--- src/rtl/abr_masked_add_arb_pkg.sv ---
// Shared types for the masked two-share adder arbiter.
// Share pairs are [share][bit]; the two shares are never combined.
`ifndef ABR_MASKED_ADD_ARB_PKG_SV
`define ABR_MASKED_ADD_ARB_PKG_SV

package abr_masked_add_arb_pkg;

    localparam int NUM_SHARES = 2;

    typedef enum logic [1:0] {
        FREE = 2'd0,
        PEND = 2'd1,
        FULL = 2'd2
    } slot_state_e;

endpackage

`define ABR_SHARE_PAIR_T(W) logic [abr_masked_add_arb_pkg::NUM_SHARES-1:0][(W)-1:0]

`endif

--- src/rtl/abr_masked_N_bit_Arith_adder.sv ---
// Share-wise modular-2^WIDTH adder with one output register stage.
// Carries never cross from one share into the other.
module abr_masked_N_bit_Arith_adder
    import abr_masked_add_arb_pkg::*;
#(
    parameter int WIDTH = 8
) (
    input  logic                   clk,
    input  logic                   rst_n,
    input  logic                   zeroize,
    input  `ABR_SHARE_PAIR_T(WIDTH) x_i,
    input  `ABR_SHARE_PAIR_T(WIDTH) y_i,
    output `ABR_SHARE_PAIR_T(WIDTH) s_o
);

    `ABR_SHARE_PAIR_T(WIDTH) s_d;
    `ABR_SHARE_PAIR_T(WIDTH) s_q;

    always_comb begin
        s_d = '0;
        for (int sh = 0; sh < NUM_SHARES; sh++) begin
            s_d[sh] = x_i[sh] + y_i[sh];
        end
    end

    always_ff @(posedge clk or negedge rst_n) begin
        if (!rst_n) begin
            s_q <= '0;
        end else if (zeroize) begin
            s_q <= '0;
        end else begin
            s_q <= s_d;
        end
    end

    assign s_o = s_q;

endmodule

--- src/rtl/abr_masked_add_arbiter.sv ---
// Round-robin sharing of one masked adder with a one-deep result slot per requester.
// Optional ABR_MASKED_ADD_ARB_IDLE_CLEAR_EN zeroes adder inputs in idle cycles.
module abr_masked_add_arbiter
    import abr_masked_add_arb_pkg::*;
#(
    parameter int WIDTH   = 8,
    parameter int NUM_REQ = 2,
    parameter int ID_W    = $clog2(NUM_REQ)
) (
    input  logic                                        clk,
    input  logic                                        rst_n,
    input  logic                                        zeroize,
    input  logic [NUM_REQ-1:0]                          req_valid_i,
    output logic [NUM_REQ-1:0]                          req_ready_o,
    input  logic [NUM_REQ-1:0][NUM_SHARES-1:0][WIDTH-1:0] req_x_i,
    input  logic [NUM_REQ-1:0][NUM_SHARES-1:0][WIDTH-1:0] req_y_i,
    output logic [NUM_REQ-1:0]                          rsp_valid_o,
    input  logic [NUM_REQ-1:0]                          rsp_ready_i,
    output logic [NUM_REQ-1:0][NUM_SHARES-1:0][WIDTH-1:0] rsp_s_o,
    output logic                                        busy_o
);

    typedef `ABR_SHARE_PAIR_T(WIDTH) pair_t;

    slot_state_e        slot_q [NUM_REQ];
    slot_state_e        slot_d [NUM_REQ];
    pair_t              data_q [NUM_REQ];
    logic [ID_W-1:0]    rr_ptr_q;
    logic [ID_W-1:0]    pipe_id_q;
    logic               pipe_valid_q;
    logic [NUM_REQ-1:0] elig;
    logic               gnt;
    logic [ID_W-1:0]    gnt_id;
    logic [ID_W-1:0]    idx;
    pair_t              add_x;
    pair_t              add_y;
    pair_t              add_s;

    always_comb begin
        elig = '0;
        for (int r = 0; r < NUM_REQ; r++) begin
            elig[r] = req_valid_i[r] &&
                      (slot_q[r] == FREE ||
                       (slot_q[r] == FULL && rsp_ready_i[r]));
        end
    end

    // Search starts just above the last winner; idle leaves gnt_id at rr_ptr.
    always_comb begin
        gnt    = 1'b0;
        gnt_id = rr_ptr_q;
        idx    = '0;
        for (int i = 1; i <= NUM_REQ; i++) begin
            idx = ID_W'((int'(rr_ptr_q) + i) % NUM_REQ);
            if (!gnt && elig[idx] && rst_n && !zeroize) begin
                gnt    = 1'b1;
                gnt_id = idx;
            end
        end
    end

    always_comb begin
        req_ready_o = '0;
        for (int r = 0; r < NUM_REQ; r++) begin
            req_ready_o[r] = gnt && (gnt_id == ID_W'(r));
        end
    end

    always_comb begin
`ifdef ABR_MASKED_ADD_ARB_IDLE_CLEAR_EN
        add_x = gnt ? req_x_i[gnt_id] : '0;
        add_y = gnt ? req_y_i[gnt_id] : '0;
`else
        add_x = req_x_i[gnt_id];
        add_y = req_y_i[gnt_id];
`endif
    end

    abr_masked_N_bit_Arith_adder #(
        .WIDTH (WIDTH)
    ) u_adder (
        .clk     (clk),
        .rst_n   (rst_n),
        .zeroize (zeroize),
        .x_i     (add_x),
        .y_i     (add_y),
        .s_o     (add_s)
    );

    always_comb begin
        for (int r = 0; r < NUM_REQ; r++) begin
            slot_d[r] = slot_q[r];
            unique case (slot_q[r])
                FREE: if (req_ready_o[r]) slot_d[r] = PEND;
                PEND: if (pipe_valid_q && pipe_id_q == ID_W'(r)) slot_d[r] = FULL;
                FULL: begin
                    if (req_ready_o[r])      slot_d[r] = PEND;
                    else if (rsp_ready_i[r]) slot_d[r] = FREE;
                end
                default: slot_d[r] = FREE;
            endcase
        end
    end

    always_ff @(posedge clk or negedge rst_n) begin
        if (!rst_n) begin
            rr_ptr_q     <= '0;
            pipe_valid_q <= 1'b0;
            pipe_id_q    <= '0;
            for (int r = 0; r < NUM_REQ; r++) begin
                slot_q[r] <= FREE;
                data_q[r] <= '0;
            end
        end else if (zeroize) begin
            rr_ptr_q     <= '0;
            pipe_valid_q <= 1'b0;
            pipe_id_q    <= '0;
            for (int r = 0; r < NUM_REQ; r++) begin
                slot_q[r] <= FREE;
                data_q[r] <= '0;
            end
        end else begin
            if (gnt) rr_ptr_q <= gnt_id;
            pipe_valid_q <= gnt;
            pipe_id_q    <= gnt_id;
            for (int r = 0; r < NUM_REQ; r++) begin
                slot_q[r] <= slot_d[r];
                if (pipe_valid_q && pipe_id_q == ID_W'(r)) data_q[r] <= add_s;
            end
        end
    end

    always_comb begin
        busy_o      = pipe_valid_q;
        rsp_valid_o = '0;
        rsp_s_o     = '0;
        for (int r = 0; r < NUM_REQ; r++) begin
            rsp_valid_o[r] = (slot_q[r] == FULL);
            rsp_s_o[r]     = data_q[r];
            if (slot_q[r] != FREE) busy_o = 1'b1;
        end
    end

endmodule

--- config.mk ---
export PLATFORM = sky130hd
export DESIGN_NAME = abr_masked_add_arbiter
export DESIGN_NICKNAME = d
export VERILOG_FILES = /design/src/rtl/abr_masked_add_arb_pkg.sv /design/src/rtl/abr_masked_N_bit_Arith_adder.sv /design/src/rtl/abr_masked_add_arbiter.sv
export SDC_FILE = /design/constraint.sdc
export NUM_CORES = 1
export LEC_CHECK = 0
export CAP_MARGIN = 10
export CORE_ASPECT_RATIO = 1.25
export CORE_MARGIN = 2
export CORE_UTILIZATION = 40
export DETAILED_ROUTE_END_ITERATION = 7
export PLACE_DENSITY = 0.72
export SLEW_MARGIN = 20
export SYNTH_ARGS = -nofsm -noshare
export SYNTH_HDL_FRONTEND = slang
export SYNTH_SLANG_ARGS = --single-unit
--- constraint.sdc ---
create_clock -name clk -period 5.85 [get_ports clk]
set_clock_uncertainty 0.15 [all_clocks]
set_input_delay 1.17 -clock clk [delete_from_list [all_inputs] [get_ports clk]]
set_output_delay 1.17 -clock clk [all_outputs]
set_load 0.005 [all_outputs]
==> out/results.txt <==
The floorplan step set the die height to 102.8 µm. Prevailing post-synth register cell: dfrtp_1. The synthesized netlist occupies a cell area of 0.003125 mm². The first TritonRoute pass finished after 4 iterations. The maximum VDD drop was 0.1235 mV.

In this run the most critical hold path is launched from rsp_s_o[13]. The H-tree was split into 2 levels. Data arrives at the worst endpoint at 4460 ps. The largest single stage delay on the critical path is 510 ps. In this run, post-CTS repair resized a total of 0 instances.

Counting every instance in the synthesized netlist gives 329. The run gives 0 as the number of antenna violations at the first check in global routing. Global routing finished with a remaining overflow of 0.

The die is 83.07 µm wide. The tool flagged a number of max-cap violations equal to 0. Clock latency on the worst-skew pair, taken at its later pin, is 310 ps. At the pin with the least slew margin, the transition time is 686.5 ps. The tools report the number of global-route vias before repair as 2672. The clock period minus final worst setup slack is 4438 ps.

The final cycle utilization of the critical path came out at 75.86%. The number of remaining DRC errors was 0. Counting along the longest clock path gives a buffer depth of 2.

The synthesized design contains 55 register bits. The fraction of layout cells with a size suffix above 1 is 8.585%, and the count of different cell masters after synthesis is 42. The cell internal power dissipation was 637.5 µW; the power per cell area was 205.6 mW/mm². Hold repair after CTS inserted 0 buffers. The count of buffers added on input and output ports is 107. The boundary pin count was 108; the average wire length per cell after detail routing was 13.86 µm.

The analysis attributes to cell leakage a power of 0.001811 µW. The run gives 254.6 µW as the net load switching power. Setup repair after global routing left no endpoint under its margin.

The slowest stage of the critical path is the or4b_4 cell. The repair_antennas step left the layout with diodes totalling 0. The data required time of the critical path was 5870 ps; the overall fraction of global-route tracks in use was 16.85%. The first global-routing pass estimated 11.85 mm of wire. The worst setup path startpoint is rsp_ready_i[1]. The reg-to-reg critical path startpoint is slot_q[0]. The flow ran to the end, and the final reports show no timing, DRC or antenna violations. The tools report the total die area as 0.008542 mm². Core occupancy in the finished layout: 56.34%. Yosys attributes the largest share of cell area to dfrtp_1 44%, nand2_1 8.5%, a21oi_1 6.7%, mux2_2 6.5%, ha_1 5.6%. TritonCTS built the clock tree. The total count of hold-check failures in the final report was 0. At the end of routability-driven placement, the weighted congestion stood at 0.8214. The post-synthesis area per instance was 9.500 µm²; the number of buffers inserted during clock tree synthesis was 5. The floorplan has 36 rows. The fraction of power consumed by combinational cells was 27.5%; the worst hold margin was 372.9 ps. Detailed placement ended at an HPWL of 5.625 mm.

After detailed routing, the total wire length is 7.290 mm. The net count of the finished layout is 517. The setup path with the least slack is of type in -> reg. The share of synthesized flip-flops with an asynchronous set or reset was 100.0%; the tightest slew margin relative to the limit was 54.23%. Sequential cells were found to cover 44.04% of the synthesized design area.

In this run the worst path has a maximum fanout of 21. The clock network burns 24.6% of the power. Endpoint kind of the worst setup timing path: a flop.

The share of total power dissipated in sequential elements is 47.9%. The count of yosys warnings during synthesis came out at 0. Summed over all failing endpoints, the final setup total negative slack is 0 ps. After floorplanning, the core was sized to cover 0.007702 mm². Leading cell type in the layout, fill and taps excluded: clkdlybuf4s50_1. After clock tree synthesis, the clock-pin slew on the worst setup and hold paths is 100 ps. The count of nets left with antenna violations once routing finished came out at 0.

The starting density of the core was 40.58%. Timing would allow up to 0.2253 GHz. The tools report the number of post-CTS setup repair buffers as 0.

In the layout the commonest cells are 105 x clkdlybuf4s50_1, 71 x nand2_1, 55 x dfrtp_1. Walking the worst path, the cells encountered are clkdlybuf4s50_1 > nand2b_1 > or4b_4 > nand2_2 > mux2_2 > ha_1 > fa_1 > a21o_1 > a21oi_1 > o2111ai_1 > o311ai_0. The cell sitting at the root of the clock tree is a clkbuf_8. The top cell type by area accounts for 44.04% of the synthesized area. The via count is 2679, and the switching share of total power is 28.54%.

In this run, the number of DRC markers left after iteration 0 of detailed routing was 105. The worst hold path belongs to the class reg -> reg. Using the TritonRoute via totals, the vias-per-cell ratio works out to 5.093. Entering global routing, the biggest net connects 56 pins. The critical path startpoint category is a primary input.

The total nets after synthesis came out at 416. Yosys mapped a number of flops with a built-in enable equal to 0. The overall power is 892.1 µW. The area added between synthesis and finish came out at 38.83%. Of all cell types, the one taking the most synthesized area is dfrtp_1. The tools report the setup-violating endpoint count in the final report as 0.

The final count of pins violating max slew is 0, and the number of clock sinks is 55.
cell usage after synthesis (6+ instances only):
cell type	count
nor3_1	6
nor2_1	18
a21oi_1	42
dfrtp_1	55
xnor2_1	7
inv_1	6
nand2_1	71
nor2b_1	8
ha_1	14
mux2_1	10
a211oi_1	6
mux2_2	18
clkbuf_1	11
o21ai_0	9
metal layers:
| metal | vias to the layer above | track usage, % | routed length, µm |
|---|---|---|---|
| met5 | - | 0 | 0 |
| met4 | 0 | 7.188 | 148 |
| met3 | 10 | 2.402 | 293 |
| met2 | 78 | 31.58 | 3764 |
| met1 | 1257 | 19.35 | 3083 |
| li1 | 1334 | - | - |
critical path, delay by kind of cell:
| kind | cells | cell delay [ps] |
|---|---|---|
| compound gates | 4 | 740 |
| fa+ha+maj | 2 | 640 |
| mux | 1 | 390 |
| buf+inv | 1 | 450 |
| simple gates | 3 | 1050 |
flip-flops by register name, summed over array words and instances, names as in the netlist:
register	count
pipe_id_q	1
pipe_valid_q	1
rr_ptr_q	1
rsp_s_o	32
slot_q	4
u_adder.s_o	16
power groups by stage:
stage / registers (µW) / logic (µW) / clock network [µW]
finish: 427 / 246 / 219
global route: 431 / 274 / 238
CTS: 428 / 248 / 225
detailed placement: 435 / 247 / 0
global placement: 435 / 241 / 0
floorplan: 429 / 150 / 0
area by class of cell:
class / count / area, µm²
clock buffers: 6 / 82.58
repair buffers: 110 / 1084
inverters: 7 / 26.28
well taps: 95 / 118.9
fillers: 723 / 3363
multi-input cells: 251 / 1635
flip-flops and latches: 55 / 1376
clock inverters: 2 / 16.27
stage by stage:
| stage | area, µm² | cells | setup slack, ps |
|---|---|---|---|
| floorplan | 3126 | 329 | 1733 |
| detailed placement | 4240 | 518 | 1085 |
| finish | 4339 | 526 | 1412 |
| global placement | 4238 | 518 | 1236 |
| CTS | 4339 | 526 | 1408 |
| global route | 4339 | 526 | 1241 |
worst paths after layout:
check | to | slack [ps] | cells past startpoint
min | rsp_s_o[13] | 370 | 2
max | u_adder.s_o[14] | 1410 | 11
min reg2reg | rsp_s_o[13] | 370 | 2
max reg2reg | u_adder.s_o[14] | 2230 | 10
max in group asynchronous | u_adder.s_o[7] | 4210 | 2
min in group asynchronous | u_adder.s_o[11] | 880 | 2
cell families after synthesis:
kind of cell / share of synthesized area (%)
XOR/XNOR: 2.802
AO/OA/AOI/OAI: 14.69
flip-flops: 44.04
buffers and inverters: 3.723
multiplexers: 10.73
adder cells (fa/ha/maj): 6.886
AND/OR/NAND/NOR: 17.13
(Power assumes the default switching activity.)
